--- src/rtl/io_port_ctrl.sv ---
// rtl/io_port_ctrl.sv - memory-mapped push-button / switch / LED port controller
module io_port_debounce #(
    parameter int unsigned DEBOUNCE_CYCLES = 1000000
) (
    input  logic clk,
    input  logic reset,
    input  logic raw,
    output logic press
);
    localparam logic [23:0] CNT_MAX = 24'(DEBOUNCE_CYCLES - 1);

    logic        sync_a;
    logic        sync_b;
    logic        state;
    logic [23:0] cnt;

    // press fires in the same edge that accepts a debounced rising edge
    always_ff @(posedge clk) begin
        if (reset) begin
            sync_a <= 1'b0;
            sync_b <= 1'b0;
            state  <= 1'b0;
            cnt    <= 24'd0;
            press  <= 1'b0;
        end else begin
            sync_a <= raw;
            sync_b <= sync_a;
            press  <= 1'b0;
            if (sync_b != state) begin
                if (cnt == CNT_MAX) begin
                    state <= sync_b;
                    cnt   <= 24'd0;
                    press <= sync_b;
                end else begin
                    cnt <= cnt + 24'd1;
                end
            end else begin
                cnt <= 24'd0;
            end
        end
    end
endmodule

module io_port_ctrl #(
    parameter int unsigned DEBOUNCE_CYCLES = 1000000
) (
    input  logic        clk,
    input  logic        reset,
    input  logic        pRead,
    input  logic        pWrite,
    input  logic [1:0]  addr,
    input  logic [31:0] writeData,
    output logic [31:0] readData,
    input  logic        btnL,
    input  logic        btnR,
    input  logic [15:0] switch,
    output logic [11:0] led
);
    logic        press_l;
    logic        press_r;
    logic [15:0] sw_sync_a;
    logic [15:0] sw_sync_b;
    logic [15:0] sw_reg;
    logic        sw_ready;
    logic        led_ready;
    logic        unused_wdata;

    assign unused_wdata = ^writeData[31:12];

    io_port_debounce #(.DEBOUNCE_CYCLES(DEBOUNCE_CYCLES)) u_db_l (
        .clk   (clk),
        .reset (reset),
        .raw   (btnL),
        .press (press_l)
    );

    io_port_debounce #(.DEBOUNCE_CYCLES(DEBOUNCE_CYCLES)) u_db_r (
        .clk   (clk),
        .reset (reset),
        .raw   (btnR),
        .press (press_r)
    );

    // button presses take priority over CPU acknowledges in the same cycle
    always_ff @(posedge clk) begin
        if (reset) begin
            sw_sync_a <= 16'd0;
            sw_sync_b <= 16'd0;
            sw_reg    <= 16'd0;
            sw_ready  <= 1'b0;
            led       <= 12'd0;
            led_ready <= 1'b1;
        end else begin
            sw_sync_a <= switch;
            sw_sync_b <= sw_sync_a;
            if (press_r) begin
                sw_reg   <= sw_sync_b;
                sw_ready <= 1'b1;
            end else if (pWrite && addr == 2'b00 && writeData[0]) begin
                sw_ready <= 1'b0;
            end
            if (pWrite && addr == 2'b11) begin
                led <= writeData[11:0];
            end
            if (press_l) begin
                led_ready <= 1'b1;
            end else if (pWrite && addr == 2'b11) begin
                led_ready <= 1'b0;
            end
        end
    end

    always_comb begin
        readData = 32'd0;
        if (pRead) begin
            case (addr)
                2'b00: readData = {30'd0, led_ready, sw_ready};
                2'b01: readData = {24'd0, sw_reg[15:8]};
                2'b10: readData = {24'd0, sw_reg[7:0]};
                default: readData = {20'd0, led};
            endcase
        end
    end
endmodule
--- config.mk ---
export PLATFORM = sky130hd
export DESIGN_NAME = io_port_ctrl
export DESIGN_NICKNAME = d
export VERILOG_FILES = /design/src/rtl/io_port_ctrl.sv
export SDC_FILE = /design/constraint.sdc
export NUM_CORES = 1
export LEC_CHECK = 0
export ABC_AREA = 1
export BUFFER_PORTS_ARGS = -buffer_cell sky130_fd_sc_hd__buf_2
export CAP_MARGIN = 40
export CORE_MARGIN = 4
export CORE_UTILIZATION = 55
export DETAILED_ROUTE_END_ITERATION = 8
export GPL_TIMING_DRIVEN = 0
export PLACE_DENSITY = 0.84
export SKIP_CTS_REPAIR_TIMING = 1
export SLEW_MARGIN = 20
export SYNTH_ARGS = -nofsm -noshare
export SYNTH_HDL_FRONTEND = slang
export SYNTH_HIERARCHICAL = 1
export SYNTH_SLANG_ARGS = --single-unit
--- constraint.sdc ---
create_clock -name clk -period 2 [get_ports clk]
set_clock_uncertainty 0.05 [all_clocks]
set_input_delay 0.4 -clock clk [delete_from_list [all_inputs] [get_ports clk]]
set_output_delay 0.4 -clock clk [all_outputs]
set_load 0.03 [all_outputs]
### Yosys cells after proc, flatten, opt, wreduce, memory -nomap -nowiden

Cells that the tools add are included.

* output and inout port bits: 44
* input port bits: 56
* bits in registers: 118
* logic and storage cells: 45

* reduce and logical (&&, ||, !) cells: 12
* $add $sub $neg: 2
* equality and inequality tests: 7
* mux-type cells: 4
* bitwise logic cells: 4

Operators by type and width (count)
* adder 24 x 1 -> 24 bit (second input constant): 2
* == test 24 x 20 -> 1 bit (second input constant): 2
* one-hot mux 12 bit (3 select lines): 1
* two-way mux 12 bit: 1
* OR reduction 3 bit: 4
* == test 2 bit (second input constant): 2
* NOT 1 bit: 4
* AND reduction 2 bit: 2
* logical AND 1 bit: 3
* == test 2 x 1 -> 1 bit (second input constant): 1
* zero test 2 bit: 1
* two-way mux 1 bit: 2
* inequality test 1 bit: 2
* nonzero test 2 bit: 1
* OR reduction 2 bit: 1

### Longest topological paths before layout

Gate-level depths: netlist (run 1).

* depth after elaboration: 5
* depth in mapped cells: 9
* gate-level depth less buffers: 9

### By module

Netlist (run 1), hierarchy kept.

Modules (own cells, without submodules)
* io_port_debounce: sequential area each 560.5 sq um, instances 2, area an instance 1467.7 sq um, cells each 222
* io_port_ctrl: sequential area each 1241.2 sq um, instances 1, area an instance 2448.6 sq um, cells each 323

### Least setup slack after synthesis (run 1)

OpenSTA, ideal clock, no wires.

* path kind: input to output
* start point: in pRead
* end point: out readData[10]
* stages: 3
* buffers on the path: 1
* slack: 406 ps
* data arrival time: 1144 ps
* required time: 1550 ps
* path through: clkbuf_1 > nand2_1 > nor2_1

* cells in the longest elaborated chain, start to end: 1

Ends and longest elaborated chain
* from (decl): RTL line 49 `input logic pRead,`
* two-way mux 12 bit: RTL line 115 `if (pRead) begin`
* to (decl): RTL line 53 `output logic [31:0] readData,`

No other way between the ends.

### Final worst setup path (run 1)

* start point: reg sw_reg[9]
* end point: out readData[1]

* cells in the longest elaborated chain, start to end: 2

Ends and longest elaborated chain
* from (decl): RTL line 63 `logic [15:0] sw_reg;`
* from (signal assigned): RTL line 97 `sw_reg <= sw_sync_b;`
* one-hot mux 12 bit (3 select lines): RTL line 116 `case (addr)`
* two-way mux 12 bit: RTL line 115

No other way between the ends.

==> results.ini, run 1 <==
[logic_synthesis]
ys_seq_elements=118
yosysTopAreaCell=dfxtp_1
synth_top_area_share_pct=43.88
synthCells=767
ys_top_cells_by_area=dfxtp_1 44%, nand2_1 12%, nor2_1 12%
synth.avg_cell_area_sq_um=7.019
syn-cell-area_sq_um=5384
synth.distinct_cells=33
seq_area_frac_synth_pct=43.88
synth_warnings=6

[floorplanning]
die_h_um=106.9
die_area_sq_um=11440
die_w_um=106.9
start_util_pct=57.45
coreArea_sq_um=9371
io_pins=100
placementRows=35

[layout]
final_util_pct=69.07
antenna_cells=0
drive_gt1_share_pct=17.69
stdcell_area_sq_um=6472
multi_input_area_sq_um=2440
final_common_cell=nand2_1
fillers=790
final_cell_count_no_fill=1005
fin_nets=921
final_cell_mix=170 x nand2_1, 169 x nor2_1, 118 x dfxtp_1
top_regs=u_db_l/cnt: 24 flops, u_db_r/cnt: 24 flops
regArea_sq_um=2362
area.growth.synth_to_final_pct=20.22

[clocking]
worstSkewPairLatency_ns=0.51
clock_path_buffers=2
cts_tree=yes
path_clk_slew_ns=0.06
cts_sinks=118
cts_buffers=17
root_buffer=clkbuf_8
htreeDepth=4

[place]
io_buffers=58
place_hpwl_mm=8.302
placed_area_sq_um=5907
gp_congestion=0.8903
dp.cells=973
preCtsSetupSlack_ns=0.2172

[pwr]
finalPower_mw=5.562
power_density_nw_per_um2=859.4
p_leak_nw=2.681
vdd_drop_max_mv=0.7317

[timing]
finalSetupViolations=0
holdWs_ns=0.03165
fin_crit_sh_pct=94.98
setup_tns_ns=0
hold_viol=0
rsz0062_at_grt=no
timing.fmax_mhz=526.4
setup_ws_ns=0.1004
finalMaxSlewViolations=0
timing.final.crit_period_ns=1.900

[global_route]
grt_start_max_net_pins=17
antenna_found_initial=0
grt_pass1_wl_mm=19.44
first_global_vias=4368
grt_use_total_pct=21.14
grt_overflow=0

[run]
cap_violations=0

[worst_setup_path]
timing.reg2reg.setup_slack_ns=0.29
cp.required_ns=1.55
reg2reg_depth=9
reg2reg_to=u_db_r/cnt[6]
crit_path_end_kind=output pin
cp_max_fo=2
cp-start-kind=flip-flop
worstPathArrival_ns=1.45
r2r_start=u_db_r/cnt[0]
setup.worst_path.class=reg2out

[route]
met1_length_mm=5.298
vias_per_cell=4.862
top_layer_used=met4
drcViolationCount=0
drt_first_pass_iters=5
wl_per_cell_um=11.65
wl_met3_um=806
met2WireLength_mm=5.470
wl_mm=11.71
antenna_left=0
drtIter0Drc=254
via_count=4886

[min_path]
min-delay-start=switch[12]
hold_path_end=sw_sync_a[12]
holdPathStages=3
holdCritPathClass=in2reg

[run_status]
status=finished, final reports clean

## cell usage after synthesis
| cell | number |
|---|---|
| nand3_1 | 46 |
| a21oi_1 | 37 |
| o21ai_0 | 24 |
| conb_1 | 1 |
| xor2_1 | 6 |
| buf_2 | 5 |
| o21ai_1 | 2 |
| inv_1 | 93 |
| buf_6 | 9 |
| nand3_2 | 6 |
| buf_1 | 3 |
| clkbuf_2 | 1 |
| nand2_2 | 4 |
| nor3_2 | 2 |
| nor2_4 | 7 |
| ha_1 | 2 |
| xnor2_1 | 4 |
| inv_2 | 2 |
| nand3_4 | 1 |
| nand3b_1 | 4 |
| or2_0 | 2 |
| nand4_1 | 6 |
| nor2_1 | 169 |
| nand2_1 | 170 |
| nand2_4 | 3 |
| o21bai_1 | 4 |
| buf_4 | 20 |
| nor2_2 | 4 |
| nor3_1 | 8 |
| dfxtp_1 | 118 |
| o21a_1 | 2 |
| a21oi_2 | 1 |
| clkbuf_1 | 1 |
## power breakdown
part / total [mW] / internal [mW] / switching, mW / leakage [nW]
Sequential: 2.41 / 2.39 / 0.0186 / 0.959
Clock: 2.86 / 1.60 / 1.26 / 0.274
Combinational: 0.294 / 0.105 / 0.189 / 1.45
Total: 5.56 / 4.10 / 1.46 / 2.68
## final cells by class
type	count	area share [%]
timing repair buffer	58	4.485
clock buffer	17	6.399
clock inverter	15	2.339
buffer	39	4.581
sequential	118	36.50
tap	129	2.494
inverter	95	5.509
multi-input combinational	534	37.70
## worst max path at each step
| stage | start | endpoint | slack, ns | cells after the start |
|---|---|---|---|---|
| final | sw_reg[9] | readData[1] | 0.10 | 5 |
| after global routing | sw_reg[9] | readData[1] | 0.05 | 5 |
| after CTS | sw_reg[9] | readData[1] | 0.11 | 5 |
| after detailed placement | addr[1] | readData[1] | 0.22 | 8 |
| after global placement | addr[1] | readData[0] | 0.23 | 8 |
| after floorplan | pRead | readData[10] | 0.41 | 3 |
## critical path: stages (launching register included)
cell and delay, ns:
dfxtp_1 0.31, o21ai_0 0.19, nand3_1 0.15, nand2_1 0.09
inv_1 0.03, buf_2 0.16
## metal layers
| metal | vias up | track usage, % |
|---|---|---|
| met5 | - | 0 |
| met2 | 179 | 34.49 |
| li1 | 2525 | - |
| met3 | 16 | 5.659 |
| met4 | 0 | 7.489 |
| met1 | 2166 | 27.02 |
## kinds of logic after synthesis
| family | after synthesis | share of synthesized area (%) |
|---|---|---|
| flip-flops | 118 | 43.88 |
| adder cells (fa/ha/maj) | 2 | 0.4647 |
| other | 1 | 0.06965 |
| AO/OA/AOI/OAI | 70 | 6.856 |
| buffers and inverters | 134 | 12.13 |
| AND/OR/NAND/NOR | 432 | 34.98 |
| XOR/XNOR | 10 | 1.627 |
Power figures use the tool's default switching activity.
==> run 2: changes to the inputs <==
--- a/config.mk
+++ b/config.mk
@@ -17,5 +17,4 @@
 export SLEW_MARGIN = 20
 export SYNTH_ARGS = -nofsm -noshare
 export SYNTH_HDL_FRONTEND = slang
-export SYNTH_HIERARCHICAL = 1
 export SYNTH_SLANG_ARGS = --single-unit
==> run 2 against run 1 <==
Against the previous run:
- cell area fell by 0.41%
- core utilization barely moved
- combinational power fell by 3%
- clock-buffer cell count rose by 3
- sequential share of layout area rose by 0.15 points
- non-clock buffer count fell by 4
- critical path type unchanged
- critical endpoint is now readData[0]
- largest cell class unchanged
- largest power group unchanged
==> results.ini, run 2 <==
[run_status]
status=finished, final reports clean  ; unchanged

[floorplanning]
die_w_um=106.4  ; was 106.9 um
die_area_sq_um=11320  ; was 11,440 sq um
placementRows=35  ; unchanged
start_util_pct=57.06  ; was 57.45%
io_pins=100  ; unchanged
die_h_um=106.4  ; was 106.9 um
coreArea_sq_um=9328  ; was 9371 sq um

[logic_synthesis]
ys_top_cells_by_area=dfxtp_1 44%, nor2_1 12%, nand2_1 11%  ; was dfxtp_1 44%, nand2_1 12%, nor2_1 12%
synth_top_family_by_area=simple AND/OR/NAND/NOR gates  ; unchanged
synthMuxAreaShare_pct=0  ; unchanged
synth_warnings=0  ; was 6
synth-compound-area-share_pct=5.971  ; was 6.856%
synth_edf_count=0  ; unchanged
syn-cell-area_sq_um=5323  ; was 5384 sq um
synth_top_area_share_pct=44.38  ; was 43.88%
synth-simple-area-share_pct=34.16  ; was 34.98%
seq_area_frac_synth_pct=44.38  ; was 43.88%
ys_dominant_reg_cell=dfxtp_1  ; unchanged
synth_commonest_cells=173 x nor2_1, 161 x nand2_1, 118 x dfxtp_1  ; was 170 x nand2_1, 169 x nor2_1, 118 x dfxtp_1
synthCells=760  ; was 767
synth_fa_ha_area_share_pct=0.4701  ; was 0.4648%
yosysMostFrequentCell=nor2_1  ; was nand2_1
synth.distinct_cells=34  ; was 33
synthXorXnorAreaFrac_pct=3.620  ; was 1.627%
async_flop_share_pct=0  ; unchanged
synth.avg_cell_area_sq_um=7.003  ; was 7.019 sq um
yosysTopAreaCell=dfxtp_1  ; unchanged
ys_seq_elements=118  ; unchanged

[worst_setup_path]
path_cells=inv_1 > o2111ai_1 > nand2_1 > inv_1 > buf_2  ; was o21ai_0 > nand3_1 > nand2_1 > inv_1 > buf_2
crit_path_end_kind=output pin  ; unchanged
worstPathArrival_ns=1.43  ; was 1.45 ns
setup.worst_path.class=reg2out  ; unchanged
cp_max_fo=2  ; unchanged
cp.required_ns=1.55  ; about the same
cp_top_family=flip-flops  ; unchanged
cp-start-kind=flip-flop  ; unchanged
critical_path.slowest_cell=dfxtp_1  ; unchanged
crit_buf_inv=3  ; was 2
cpMostUsedCell=inv_1
critPathMaxStageDelay_ns=0.32  ; was 0.31 ns

[layout]
fin_nets=912  ; was 921
stdcell_area_sq_um=6446  ; was 6472 sq um
final_common_cell=nor2_1  ; was nand2_1
final_cell_count_no_fill=996  ; was 1,005
top_regs=u_db_l.cnt: 24 flops, u_db_r.cnt: 24 flops  ; was u_db_l/cnt: 24 flops, u_db_r/cnt: 24 flops
fillers=760  ; was 790
area.growth.synth_to_final_pct=21.11  ; was 20.22%
final_cell_mix=171 x nor2_1, 160 x nand2_1, 118 x dfxtp_1  ; was 170 x nand2_1, 169 x nor2_1, 118 x dfxtp_1
drive_gt1_share_pct=17.07  ; was 17.69%
antenna_cells=0  ; unchanged
multi_input_area_sq_um=2436  ; was 2440 sq um
regArea_sq_um=2362  ; unchanged

[global_route]
grt_overflow=0  ; unchanged
grt_start_max_net_pins=17  ; unchanged
grt_use_total_pct=22.64  ; was 21.14%
antenna_found_initial=0  ; unchanged
grt_pass1_wl_mm=20.66  ; was 19.44 mm
first_global_vias=4517  ; was 4,368

[clocking]
worstSkewPairLatency_ns=0.52  ; was 0.51 ns
cts_tree=yes  ; unchanged
cts_buffers=17  ; unchanged
clock_path_buffers=2  ; unchanged
path_clk_slew_ns=0.06  ; about the same
cts_sinks=118  ; unchanged
root_buffer=clkbuf_8  ; unchanged
htreeDepth=4  ; unchanged

[timing]
timing.fmax_mhz=533.2  ; was 526.4 MHz
fin_crit_sh_pct=93.78  ; was 94.98%
setup_tns_ns=0  ; unchanged
hold_viol=0  ; unchanged
finalMaxSlewViolations=0  ; unchanged
setup_ws_ns=0.1244  ; was 0.1004 ns
timing.final.crit_period_ns=1.876  ; was 1.900 ns
worst_slew_pin_slew_ns=0.5600
rsz0062_at_grt=no  ; unchanged
finalSetupViolations=0  ; unchanged
max-slew-margin-rel_pct=62.67

[place]
preCtsSetupSlack_ns=0.01001  ; was 0.2172 ns
place_hpwl_mm=8.195  ; was 8.302 mm
io_buffers=56  ; was 58
gp_congestion=0.9120  ; was 0.8903
placed_area_sq_um=5836  ; was 5907 sq um
dp.cells=964  ; was 973

[route]
wl_mm=12.11  ; was 11.71 mm
drcViolationCount=0  ; unchanged
drtIter0Drc=412  ; was 254
via_count=4861  ; was 4,886
vias_per_cell=4.881  ; was 4.862
antenna_left=0  ; unchanged
drt_first_pass_iters=6  ; was 5
wl_per_cell_um=12.16  ; was 11.65 um

[min_path]
holdCritPathClass=in2reg  ; unchanged

[pwr]
power_density_nw_per_um2=886.2  ; was 859.4 nW/um^2
vdd_drop_max_mv=0.7431  ; was 0.7317 mV
p_leak_nw=2.744  ; was 2.681 nW
finalPower_mw=5.713  ; was 5.562 mW

[run]
cap_violations=0  ; unchanged

-- run 2: logic make-up (layout without fill, tap and decap cells) --
group,count (synthesis),in the layout
AO/OA/AOI/OAI,61,61
buffers and inverters,131,219
adder cells (fa/ha/maj),2,2
flip-flops,118,118
AND/OR/NAND/NOR,425,425
other,1,20
XOR/XNOR,22,22
-- run 2: final timing paths --
path                                     from       endpoint  slack, ns  cells past startpoint
worst min-delay path               switch[14]  sw_sync_a[14]       0.03                      3
worst max register to register  u_db_l.cnt[0]  u_db_l.cnt[4]       0.37                      7
worst min register to register   sw_sync_a[0]   sw_sync_b[0]       0.35                      2
worst max-delay path                   led[0]    readData[0]       0.12                      5
-- run 2: power breakdown --
part	total (mW)	switching (mW)	leakage, nW	internal (mW)
Sequential	2.42	0.0186	0.960	2.40
Combinational	0.284	0.188	1.49	0.0963
Clock	3.01	1.12	0.293	1.89
-- run 2: cell type report --
class / instances / area share [%]
Clock inverter: 12 / 2.213
Timing Repair Buffer: 56 / 4.387
Inverter: 94 / 5.474
Tap cell: 129 / 2.504
Clock buffer: 20 / 7.065
Buffer: 37 / 3.921
Sequential cell: 118 / 36.65
Multi-Input combinational cell: 530 / 37.79
-- run 2: metal layers --
layer  global-route usage, %  vias to the layer above  routed length (um)
met5                       0                        -                   0
met4                   10.36                        0                 192
met3                   6.072                       25                 848
met2                   36.52                      158                5644
met1                   28.24                     2172                5424
li1                        -                     2506                   -
-- run 2: worst reg2reg max path: cells and delay by family (launching register included) --
kind / cells / cell delay, ns
DFF: 1 / 0.35
adders and majority gates: 1 / 0.23
buffers and inverters: 1 / 0.18
and+or+nand+nor: 5 / 0.70
-- run 2: metrics by stage --
step	hold slack [ns]	util, %
3_5_place_dp	0.3423	62.56
3_3_place_gp	0.3413	62.56
2_1_floorplan	0.3344	-
4_1_cts	0.008730	68.97
5_1_grt	0.02202	69.11
6_report	0.02781	69.11
